### src/rtl/frame_link_rx_if.sv
// Decoder, Encoder and host-side signals of the frame receiver.
// master = surrounding link and host, slave = the receiver.
interface frame_link_rx_if #(
   parameter int N_PKT     = 8,
   parameter int FRAME_LEN = 4
);
   logic [N_PKT-1:0]           dec_data;
   logic                       dec_avail;
   logic                       dec_error;
   logic                       dec_read;
   logic [N_PKT-1:0]           enc_data;
   logic                       enc_start;
   logic                       enc_avail;
   logic [FRAME_LEN*N_PKT-1:0] frame_data;
   logic                       frame_valid;
   logic                       frame_ready;
   logic [2:0]                 err_code;
   logic [15:0]                frame_cnt;

   // Host port: a frame transfers on every clock edge where frame_valid and frame_ready
   // are both 1; frame_valid stays high and frame_data stays stable until that edge.
   modport master (
      output dec_data, dec_avail, dec_error, enc_avail, frame_ready,
      input  dec_read, enc_data, enc_start, frame_data, frame_valid, err_code, frame_cnt
   );

   modport slave (
      input  dec_data, dec_avail, dec_error, enc_avail, frame_ready,
      output dec_read, enc_data, enc_start, frame_data, frame_valid, err_code, frame_cnt
   );
endinterface

### src/rtl/frame_link_rx.sv
// Multi-packet frame receiver: hunts for SOF, collects payload and checksum from the
// Decoder, answers ACK/NAK through the Encoder and hands good frames to the host.
module frame_link_rx #(
   parameter int               N_PKT     = 8,
   parameter int               FRAME_LEN = 4,
   parameter logic [N_PKT-1:0] SOF_PKT   = 8'h7E,
   parameter logic [N_PKT-1:0] ACK_PKT   = 8'h06,
   parameter logic [N_PKT-1:0] NAK_PKT   = 8'h15,
   parameter int               TIMEOUT   = 200000
) (
   input  logic           clk,
   input  logic           rst_n,
   frame_link_rx_if.slave bus,
   output logic [2:0]     state_dbg
);
   localparam int FW = FRAME_LEN * N_PKT;
   localparam int GW = $clog2(TIMEOUT + 1);
   localparam int IW = (FRAME_LEN > 1) ? $clog2(FRAME_LEN) : 1;
   localparam logic [GW-1:0] GAP_MAX  = GW'(TIMEOUT);
   localparam logic [IW-1:0] IDX_LAST = IW'(FRAME_LEN - 1);

   typedef enum logic [2:0] {
      HUNT     = 3'd0,
      PAYLOAD  = 3'd1,
      CHECK    = 3'd2,
      REPLY    = 3'd3,
      WAIT_ENC = 3'd4
   } state_t;

   state_t           state;
   logic [N_PKT-1:0] pkt;
   logic             pkt_err;
   logic [FW-1:0]    frame_buf;
   logic [N_PKT-1:0] sum;
   logic [IW-1:0]    idx;
   logic [GW-1:0]    gap;
   logic             reply_ack;
   logic             enc_low;
   logic             in_frame;
   logic             rd_ok;
   logic             host_free;

   // A packet captured on the rd_ok edge is acted on one edge later, while dec_read is high.
   assign in_frame  = (state == PAYLOAD) || (state == CHECK);
   assign rd_ok     = bus.dec_avail && !bus.dec_read && (in_frame || state == HUNT);
   assign host_free = !bus.frame_valid || bus.frame_ready;
   assign state_dbg = state;

   always_ff @(posedge clk) begin
      if (!rst_n) begin
         state           <= HUNT;
         pkt             <= '0;
         pkt_err         <= 1'b0;
         frame_buf       <= '0;
         sum             <= '0;
         idx             <= '0;
         gap             <= '0;
         reply_ack       <= 1'b0;
         enc_low         <= 1'b0;
         bus.dec_read    <= 1'b0;
         bus.enc_data    <= '0;
         bus.enc_start   <= 1'b0;
         bus.frame_data  <= '0;
         bus.frame_valid <= 1'b0;
         bus.err_code    <= 3'd0;
         bus.frame_cnt   <= 16'd0;
      end else begin
         bus.dec_read  <= rd_ok;
         bus.enc_start <= 1'b0;
         if (rd_ok) begin
            pkt     <= bus.dec_data;
            pkt_err <= bus.dec_error;
         end
         if (rd_ok || !in_frame)
            gap <= '0;
         else if (gap != GAP_MAX)
            gap <= gap + 1'b1;
         // A load in CHECK below overrides this release when both happen on one edge.
         if (bus.frame_valid && bus.frame_ready)
            bus.frame_valid <= 1'b0;

         case (state)
            HUNT: begin
               if (bus.dec_read && !pkt_err && pkt == SOF_PKT) begin
                  state <= PAYLOAD;
                  idx   <= '0;
                  sum   <= '0;
               end
            end
            PAYLOAD: begin
               if (bus.dec_read) begin
                  if (pkt_err) begin
                     bus.err_code <= 3'd1;
                     reply_ack    <= 1'b0;
                     state        <= REPLY;
                  end else begin
                     frame_buf[idx*N_PKT +: N_PKT] <= pkt;
                     sum <= sum + pkt;
                     idx <= idx + 1'b1;
                     if (idx == IDX_LAST)
                        state <= CHECK;
                  end
               end else if (gap == GAP_MAX) begin
                  bus.err_code <= 3'd2;
                  state        <= HUNT;
               end
            end
            CHECK: begin
               if (bus.dec_read) begin
                  state     <= REPLY;
                  reply_ack <= 1'b0;
                  if (pkt_err) begin
                     bus.err_code <= 3'd1;
                  end else if (pkt != sum) begin
                     bus.err_code <= 3'd3;
                  end else if (host_free) begin
                     bus.frame_data  <= frame_buf;
                     bus.frame_valid <= 1'b1;
                     bus.frame_cnt   <= bus.frame_cnt + 16'd1;
                     bus.err_code    <= 3'd0;
                     reply_ack       <= 1'b1;
                  end else begin
                     bus.err_code <= 3'd4;
                  end
               end else if (gap == GAP_MAX) begin
                  bus.err_code <= 3'd2;
                  state        <= HUNT;
               end
            end
            REPLY: begin
               if (bus.enc_avail) begin
                  bus.enc_start <= 1'b1;
                  bus.enc_data  <= reply_ack ? ACK_PKT : NAK_PKT;
                  enc_low       <= 1'b0;
                  state         <= WAIT_ENC;
               end
            end
            WAIT_ENC: begin
               // The Encoder must be seen busy once before its return to idle ends the reply.
               if (!bus.enc_avail)
                  enc_low <= 1'b1;
               else if (enc_low)
                  state <= HUNT;
            end
            default: state <= HUNT;
         endcase
      end
   end
endmodule

### src/flat_wrapper.sv
// flat-port wrapper written by rule: the top's interface ports become plain ports
module frame_link_rx_flat 
#(
   parameter int               N_PKT     = 8,
   parameter int               FRAME_LEN = 4,
   parameter logic [N_PKT-1:0] SOF_PKT   = 8'h7E,
   parameter logic [N_PKT-1:0] ACK_PKT   = 8'h06,
   parameter logic [N_PKT-1:0] NAK_PKT   = 8'h15,
   parameter int               TIMEOUT   = 200000
)
  (clk, rst_n, state_dbg, bus_dec_data, bus_dec_avail, bus_dec_error, bus_enc_avail, bus_frame_ready, bus_dec_read, bus_enc_data, bus_enc_start, bus_frame_data, bus_frame_valid, bus_err_code, bus_frame_cnt);
  frame_link_rx_if #(.N_PKT(N_PKT), .FRAME_LEN(FRAME_LEN)) bus_i ();
  input  logic clk;
  input  logic rst_n;
  output logic [2:0] state_dbg;
  input wire logic [$bits(bus_i.dec_data)-1:0] bus_dec_data;
  input wire logic [$bits(bus_i.dec_avail)-1:0] bus_dec_avail;
  input wire logic [$bits(bus_i.dec_error)-1:0] bus_dec_error;
  input wire logic [$bits(bus_i.enc_avail)-1:0] bus_enc_avail;
  input wire logic [$bits(bus_i.frame_ready)-1:0] bus_frame_ready;
  output wire logic [$bits(bus_i.dec_read)-1:0] bus_dec_read;
  output wire logic [$bits(bus_i.enc_data)-1:0] bus_enc_data;
  output wire logic [$bits(bus_i.enc_start)-1:0] bus_enc_start;
  output wire logic [$bits(bus_i.frame_data)-1:0] bus_frame_data;
  output wire logic [$bits(bus_i.frame_valid)-1:0] bus_frame_valid;
  output wire logic [$bits(bus_i.err_code)-1:0] bus_err_code;
  output wire logic [$bits(bus_i.frame_cnt)-1:0] bus_frame_cnt;
  assign bus_i.dec_data = bus_dec_data;
  assign bus_i.dec_avail = bus_dec_avail;
  assign bus_i.dec_error = bus_dec_error;
  assign bus_i.enc_avail = bus_enc_avail;
  assign bus_i.frame_ready = bus_frame_ready;
  assign bus_dec_read = bus_i.dec_read;
  assign bus_enc_data = bus_i.enc_data;
  assign bus_enc_start = bus_i.enc_start;
  assign bus_frame_data = bus_i.frame_data;
  assign bus_frame_valid = bus_i.frame_valid;
  assign bus_err_code = bus_i.err_code;
  assign bus_frame_cnt = bus_i.frame_cnt;
  frame_link_rx #(.N_PKT(N_PKT), .FRAME_LEN(FRAME_LEN), .SOF_PKT(SOF_PKT), .ACK_PKT(ACK_PKT), .NAK_PKT(NAK_PKT), .TIMEOUT(TIMEOUT)) u_core (.clk(clk), .rst_n(rst_n), .bus(bus_i), .state_dbg(state_dbg));
endmodule
### config.mk
export PLATFORM = sky130hd
export DESIGN_NAME = frame_link_rx_flat
export DESIGN_NICKNAME = d
export VERILOG_FILES = /design/src/rtl/frame_link_rx_if.sv /design/src/rtl/frame_link_rx.sv /design/src/flat_wrapper.sv
export SDC_FILE = /design/constraint.sdc
export NUM_CORES = 1
export LEC_CHECK = 0
export BUFFER_PORTS_ARGS = -buffer_cell sky130_fd_sc_hd__buf_2
export CORE_MARGIN = 2
export CORE_UTILIZATION = 40
export CTS_CLUSTER_DIAMETER = 100
export DETAILED_ROUTE_END_ITERATION = 8
export HOLD_SLACK_MARGIN = 0.15
export PLACE_DENSITY_LB_ADDON = 0.25
export SLEW_MARGIN = 40
export SYNTH_ARGS = -nofsm -noshare
export SYNTH_HDL_FRONTEND = slang
export SYNTH_SLANG_ARGS = --single-unit
### constraint.sdc
create_clock -name clk -period 4.5 [get_ports clk]
set_input_delay 0 -clock clk [delete_from_list [all_inputs] [get_ports clk]]
set_output_delay 0 -clock clk [all_outputs]
set_load 0.05 [all_outputs]
## After elaboration in Yosys (flattened, before gate mapping)

Cells that the tools add are included.

| storage, ports and cells | value |
|---|---|
| bits in registers | 136 |
| bits in latches | 0 |
| memory bits (writable) | 0 |
| ROM bits | 0 |
| bits of input ports | 14 |
| output and inout port bits | 65 |
| logic and storage cells | 118 |
| memories kept | 0 |

| operators by class | value |
|---|---|
| $add $sub $neg | 5 |
| $mul | 0 |
| div/mod/pow operators | 0 |
| magnitude comparators | 0 |
| eq/ne operators | 20 |
| shifts and indexed selects | 2 |
| multiplexer cells | 45 |
| bitwise logic cells | 3 |
| reductions and logical operators | 27 |

Operators with widths:

| operator | number |
|---|---|
| $mux W3 | 16 |
| $neg A5 Y34 | 1 |
| $shift A8 B34 Y32 const A | 1 |
| $shiftx A8 B34 Y32 | 1 |
| $bwmux W32 | 1 |
| $mux W8 | 3 |
| $add A18 B1 Y18 const B | 1 |
| $eq A18 B18 Y1 const B | 1 |
| $ne A18 B18 Y1 const B | 1 |
| $add A16 B1 Y16 const B | 1 |
| $pmux W8 S2 | 1 |
| $mux W1 | 15 |
| $pmux W3 S5 | 1 |
| $ne A2 B2 Y1 const B | 5 |
| $reduce_and A5 Y1 | 2 |
| $add A8 B8 Y8 | 1 |
| $eq A8 B7 Y1 const B | 1 |
| $ne A2 B1 Y1 const B | 4 |
| $ne A8 B8 Y1 | 1 |
| $reduce_and A4 Y1 | 2 |
| $eq A3 B2 Y1 const B | 2 |
| $mux W2 | 3 |
| $pmux W3 S2 | 1 |
| $reduce_and A2 Y1 | 3 |
| other kinds (17) | 33 |

## Depth between registers and ports, before layout

| logic depth | value |
|---|---|
| depth in word-level cells | 7 |
| gate-level depth with buffers | 8 |
| mapped depth without buffers | 7 |

## Worst setup path after synthesis

No wires, ideal clock.

| timing | value |
|---|---|
| path type | reg2reg |
| start | reg u_core.pkt[1] |
| end | reg u_core.bus.frame_cnt[7] |
| setup time | 0.070 ns |
| data arrival time | 2.306 ns |
| data required time | 4.430 ns |
| slack | 2.123 ns |
| cell stages (with the launch flop) | 8 |
| buffers on the path | 1 |
| clock period less this slack | 2.377 ns |
| cells stage by stage | dfxtp_1 > ha_1 > nor4_2 > nand2_1 > or4b_1 > buf_2 > or4_1 > a21oi_1 |

| between the ends | value |
|---|---|
| word-level cells in the longest chain between the ends | 3 |

Ends and longest elaborated chain:

| what | line | RTL |
|---|---|---|
| from (decl) | frame_link_rx.sv:31 | `logic [N_PKT-1:0] pkt;` |
| from (signal assigned) | frame_link_rx.sv:71 | `pkt <= bus.dec_data;` |
| $ne A8 B8 Y1 | frame_link_rx.sv:114 | `end else if (pkt != sum) begin` |
| $not A1 Y1 (no source line) | n/a |  |
| $reduce_and A5 Y1 (no source line) | n/a |  |
| to (signal assigned) | frame_link_rx.sv:119 | `bus.frame_cnt <= bus.frame_cnt + 16'd1;` |
| to (decl) | frame_link_rx_if.sv:29 | `output dec_read, enc_data, enc_start, frame_data, frame_valid, err_code, frame_cnt` |

Every way passes these cells.
A chain may end at the register's enable or synchronous reset.

## Worst setup path in the final report

| timing | value |
|---|---|
| start | reg u_core.pkt[4] |
| end | reg u_core.bus.frame_cnt[14] |

The elaborated chain is that of the path after synthesis.

==> flow_summary.html <==
<table>
<tr><th>Metric</th><th>Value</th></tr>
<tr><th colspan="2">Run status</th></tr>
<tr><td>Run status</td><td>complete, no violations</td></tr>
<tr><th colspan="2">CTS</th></tr>
<tr><td>Buffers from clock root to sink, at most</td><td>2</td></tr>
<tr><td>Worst-skew pair later-pin latency</td><td>0.42 ns</td></tr>
<tr><td>Resize count post-CTS</td><td>0</td></tr>
<tr><td>Clock root buffer</td><td>sky130_fd_sc_hd__clkbuf_16</td></tr>
<tr><td>H-tree depth</td><td>4</td></tr>
<tr><td>Quantity of hold-fixing buffers added after cts</td><td>12</td></tr>
<tr><td>Buffers inserted during post-CTS setup optimization</td><td>0</td></tr>
<tr><td>Number of buffers created by CTS</td><td>17</td></tr>
<tr><td>CTS tree</td><td>built</td></tr>
<tr><td>Clock-pin slew reported for the worst setup and hold paths after clock tree synthesis</td><td>0.06 ns</td></tr>
<tr><td>Clock sink total</td><td>131</td></tr>
<tr><th colspan="2">Synthesis</th></tr>
<tr><td>Dominant synthesized flop cell</td><td>sky130_fd_sc_hd__dfxtp_1</td></tr>
<tr><td>Biggest area consumer among synthesized cells</td><td>sky130_fd_sc_hd__dfxtp_1</td></tr>
<tr><td>Count of state elements after synthesis</td><td>roughly 130</td></tr>
<tr><td>Synth warn</td><td>0</td></tr>
<tr><td>Count of different cell masters after synthesis</td><td>48</td></tr>
<tr><td>Number of enable-type register cells in the synthesized netlist</td><td>0</td></tr>
<tr><td>Gate count after technology mapping</td><td>692</td></tr>
<tr><td>Sequential area share after synthesis</td><td>45.94%</td></tr>
<tr><td>Top post-synthesis cells by area</td><td>sky130_fd_sc_hd__dfxtp_1 (46%), sky130_fd_sc_hd__nand2_1 (8.6%), sky130_fd_sc_hd__a21oi_1 (8.0%), sky130_fd_sc_hd__nand4_1 (4.2%), sky130_fd_sc_hd__nor2_1 (3.7%)</td></tr>
<tr><td>Leading cell types by count after synthesis</td><td>sky130_fd_sc_hd__dfxtp_1 (131), sky130_fd_sc_hd__nand2_1 (131), sky130_fd_sc_hd__a21oi_1 (91)</td></tr>
<tr><td>Area of the mapped netlist</td><td>5708 um2</td></tr>
<tr><td>Async SR Flop Fraction</td><td>0%</td></tr>
<tr><td>Share of the synthesized area in the top cell type</td><td>45.94%</td></tr>
<tr><td>Mapped Avg Cell Area</td><td>8.249 um2</td></tr>
<tr><th colspan="2">Detailed routing</th></tr>
<tr><td>Vias post-DR</td><td>4,977</td></tr>
<tr><td>Post-detailed-route via-to-cell ratio</td><td>5.233</td></tr>
<tr><td>1st-iter DRT viols</td><td>364</td></tr>
<tr><td>Count of TritonRoute iterations in the first routing pass</td><td>5</td></tr>
<tr><td>Average detailed-routed wire length per instance</td><td>roughly 14 um</td></tr>
<tr><td>DR DRC count</td><td>0</td></tr>
<tr><td>Antenna-violating nets left</td><td>0</td></tr>
<tr><td>Final wirelength</td><td>~13,000 um</td></tr>
<tr><th colspan="2">Layout</th></tr>
<tr><td>Area added between synthesis and finish</td><td>20.54%</td></tr>
<tr><td>Filler Cell Count</td><td>1,365</td></tr>
<tr><td>Sequential cell area in the final layout</td><td>between 2000 and 3000 um2</td></tr>
<tr><td># diodes</td><td>0</td></tr>
<tr><td>Final Instance Area</td><td>6880 um2</td></tr>
<tr><td>Non-Filler Instances</td><td>951</td></tr>
<tr><td>Layout cell share with drive strength beyond 1</td><td>between 10% and 20%</td></tr>
<tr><td>Nets</td><td>789</td></tr>
<tr><td>Fin util</td><td>49.38%</td></tr>
<tr><td>Multi-input logic area</td><td>roughly 2900 um2</td></tr>
<tr><th colspan="2">Timing</th></tr>
<tr><td>Post-route setup TNS</td><td>0 ns</td></tr>
<tr><td>Worst rel slew slack</td><td>48.60%</td></tr>
<tr><td>Slew at the pin with the worst max-slew slack</td><td>0.7709 ns</td></tr>
<tr><td>Upper clock frequency limit</td><td>337.6 MHz</td></tr>
<tr><td>Max Transition Viols Final</td><td>0</td></tr>
<tr><td>Worst setup margin</td><td>1.538 ns</td></tr>
<tr><td>Crit path time final</td><td>2.962 ns</td></tr>
<tr><td>Fraction of the cycle the final worst path needs</td><td>approximately two thirds</td></tr>
<tr><td>Final setup violating endpoints</td><td>0</td></tr>
<tr><td>Unrepaired setup endpoints after global routing</td><td>no</td></tr>
<tr><td>Final hold viol count</td><td>0</td></tr>
<tr><td>Worst clock skew</td><td>0.009507 ns</td></tr>
<tr><td>Worst hold slack across all endpoints</td><td>0.3223 ns</td></tr>
<tr><th colspan="2">Power and ir drop</th></tr>
<tr><td>P_int</td><td>2.049 mW</td></tr>
<tr><td>Power, Total</td><td>2.592 mW</td></tr>
<tr><td>Fraction of power spent switching nets</td><td>20.95%</td></tr>
<tr><td>Comb power frac</td><td>under 10%</td></tr>
<tr><td>Max IR drop VDD</td><td>~0.22 mV</td></tr>
<tr><td>Net switching component of the power</td><td>~0.54 mW</td></tr>
<tr><td>Pwr per Cell Area</td><td>about 380 nW/um2</td></tr>
<tr><td>Share of total power in sequential cells</td><td>45.5%</td></tr>
<tr><td>Leak</td><td>2.606 nW</td></tr>
<tr><td>Clk pwr share</td><td>between 50% and 60%</td></tr>
<tr><th colspan="2">Global routing</th></tr>
<tr><td>Overall track demand over capacity in global routing</td><td>about 18%</td></tr>
<tr><td>Number of antenna violations at the first check in global routing</td><td>0</td></tr>
<tr><td>Global-route wire length before repair</td><td>roughly 22,000 um</td></tr>
<tr><td>Final global-route overflow total</td><td>0</td></tr>
<tr><td>Pin count of the biggest net entering global routing</td><td>105</td></tr>
<tr><td>Number of global-route vias before repair</td><td>4,527</td></tr>
<tr><th colspan="2">Placement</th></tr>
<tr><td>Post-placement worst setup slack</td><td>1.595 ns</td></tr>
<tr><td># port buffers</td><td>74</td></tr>
<tr><td>RePlAce Congestion</td><td>0.8600</td></tr>
<tr><td>Detailed Place HPWL</td><td>9122 um</td></tr>
<tr><td>Total instance count after detailed placement</td><td>roughly 910</td></tr>
<tr><td>Area post-placement</td><td>6166 um2</td></tr>
<tr><th colspan="2">Critical path</th></tr>
<tr><td>Signal arrival time at the worst endpoint</td><td>approximately 3.3 ns</td></tr>
<tr><td>Cell-by-cell trace of the critical path</td><td>ha_1 -&gt; nor4_2 -&gt; nand3_1 -&gt; or3_2 -&gt; nor4_1 -&gt; mux2i_1</td></tr>
<tr><td>CP Capture Type</td><td>flop</td></tr>
<tr><td>Start-to-end type of the worst setup path</td><td>reg2reg</td></tr>
<tr><td>Critical path buffer and inverter count</td><td>0</td></tr>
<tr><td>Critical path's top delay family</td><td>simple AND/OR/NAND/NOR gates</td></tr>
<tr><td>Sort of element at the start of the critical path</td><td>flop</td></tr>
<tr><td>Critical path's largest stage delay</td><td>0.77 ns</td></tr>
<tr><td>Worst EP required</td><td>4.84 ns</td></tr>
<tr><td>Worst-path fanout max</td><td>36</td></tr>
<tr><td>CP max stage cell</td><td>sky130_fd_sc_hd__or3_2</td></tr>
<tr><th colspan="2">Floorplan</th></tr>
<tr><td>Total number of placement rows</td><td>43</td></tr>
<tr><td>Die Area</td><td>about 15,000 um2</td></tr>
<tr><td>Die X-Extent</td><td>123.5 um</td></tr>
<tr><td>Floorplan Core Area</td><td>~14,000 um2</td></tr>
<tr><td>Count of pins on the block boundary</td><td>~80</td></tr>
<tr><td>Overall die height</td><td>123.5 um</td></tr>
<tr><td>Initial standard-cell utilization of the core</td><td>40.96%</td></tr>
<tr><th colspan="2">Hold path</th></tr>
<tr><td>Class of the most critical hold timing path</td><td>in2reg</td></tr>
<tr><th colspan="2">Run</th></tr>
<tr><td>Number of violations of the max-capacitance limit</td><td>0</td></tr>
</table>
[flip-flops by register name, summed over array words and instances (netlist names)]
register                flops
u_core.bus.enc_start        1
u_core.pkt                  8
u_core.pkt_err              1
u_core.bus.err_code         3
u_core.bus.frame_cnt       16
u_core.idx                  2
u_core.state_dbg            3
u_core.sum                  8
u_core.enc_low              1
u_core.reply_ack            1
u_core.gap                 18
u_core.bus.frame_data      32
u_core.frame_buf           32
u_core.bus.dec_read         1
u_core.bus.enc_data         3
u_core.bus.frame_valid      1
[cell usage in the layout (no fill, tap or decap), types with 7 or more instances in the layout]
| cell | netlist | layout |
|---|---|---|
| sky130_fd_sc_hd__a21oi_1 | 91 | 90 |
| sky130_fd_sc_hd__buf_2 | 3 | 74 |
| sky130_fd_sc_hd__clkbuf_16 | 0 | 17 |
| sky130_fd_sc_hd__dfxtp_1 | 131 | 131 |
| sky130_fd_sc_hd__dlygate4sd3_1 | 0 | 12 |
| sky130_fd_sc_hd__ha_1 | 16 | 16 |
| sky130_fd_sc_hd__inv_1 | 9 | 9 |
| sky130_fd_sc_hd__mux2i_1 | 17 | 17 |
| sky130_fd_sc_hd__nand2_1 | 131 | 131 |
| sky130_fd_sc_hd__nand2b_1 | 10 | 10 |
| sky130_fd_sc_hd__nand3_1 | 22 | 22 |
| sky130_fd_sc_hd__nand4_1 | 38 | 38 |
| sky130_fd_sc_hd__nor2_1 | 57 | 57 |
| sky130_fd_sc_hd__nor3_1 | 12 | 10 |
| sky130_fd_sc_hd__o21ai_0 | 10 | 10 |
| sky130_fd_sc_hd__o31ai_1 | 8 | 8 |
| sky130_fd_sc_hd__or4_1 | 7 | 7 |
| sky130_fd_sc_hd__xnor2_1 | 16 | 16 |
| sky130_fd_sc_hd__xor2_1 | 7 | 7 |
[cells by family (layout without fill, tap and decap cells)]
kind of cell,after synthesis,after routing,synth area share [%]
AND/OR/NAND/NOR,320,320,27.20
flip-flops,131,131,45.94
AO/OA/AOI/OAI,128,128,12.41
buffers and inverters,55,131,4.011
XOR/XNOR,23,23,3.529
adder cells (fa/ha/maj),17,17,3.858
multiplexers,17,17,2.981
other,1,4,0.06570
[worst reg2reg max path, delay by kind of cell (launching register included)]
family / cells / cell delay [ns]
adder cells (fa/ha/maj): 1 / 0.36
flip-flops: 1 / 0.46
AND/OR/NAND/NOR: 4 / 1.86
multiplexers: 1 / 0.21
[path summary, 6_finish.rpt]
check | startpoint | to | slack [ns] | cells after the start
max | u_core.pkt[4] | u_core.bus.frame_cnt[14] | 1.54 | 6
min reg2reg | u_core.bus.frame_data[2] | u_core.bus.frame_data[2] | 0.44 | 2
min | bus_dec_avail | u_core.bus.dec_read | 0.32 | 3
max reg2reg | u_core.pkt[4] | u_core.bus.frame_cnt[14] | 1.54 | 6
[layout make-up]
| type | count | area share (%) |
|---|---|---|
| tap | 180 | 3.273 |
| multi-input combinational | 509 | 42.12 |
| sequential | 131 | 38.12 |
| clock buffer | 22 | 6.892 |
| timing repair buffer | 89 | 7.510 |
| clock inverter | 10 | 1.546 |
| inverter | 10 | 0.5456 |
[power groups by stage]
stage / registers, mW / logic, mW / clock network, mW
floorplan: 1.20 / 0.0582 / 0
global placement: 1.20 / 0.0727 / 0
detailed placement: 1.20 / 0.0741 / 0
CTS: 1.18 / 0.0824 / 1.37
global route: 1.18 / 0.0913 / 1.42
finish: 1.18 / 0.0826 / 1.33
[metal layers]
metal / vias to the layer above / part of all wire, % / wire [um] / global-route usage, %
li1: 2537 / - / - / -
met4: 0 / 1.2 / 159 / 6.534
met1: 2333 / 48 / 6348 / 24.22
met5: - / 0 / 0 / 0
met3: 14 / 5.1 / 670 / 5.535
met2: 93 / 45 / 5928 / 27.03
Note: power is estimated with default switching activity, not from simulation.
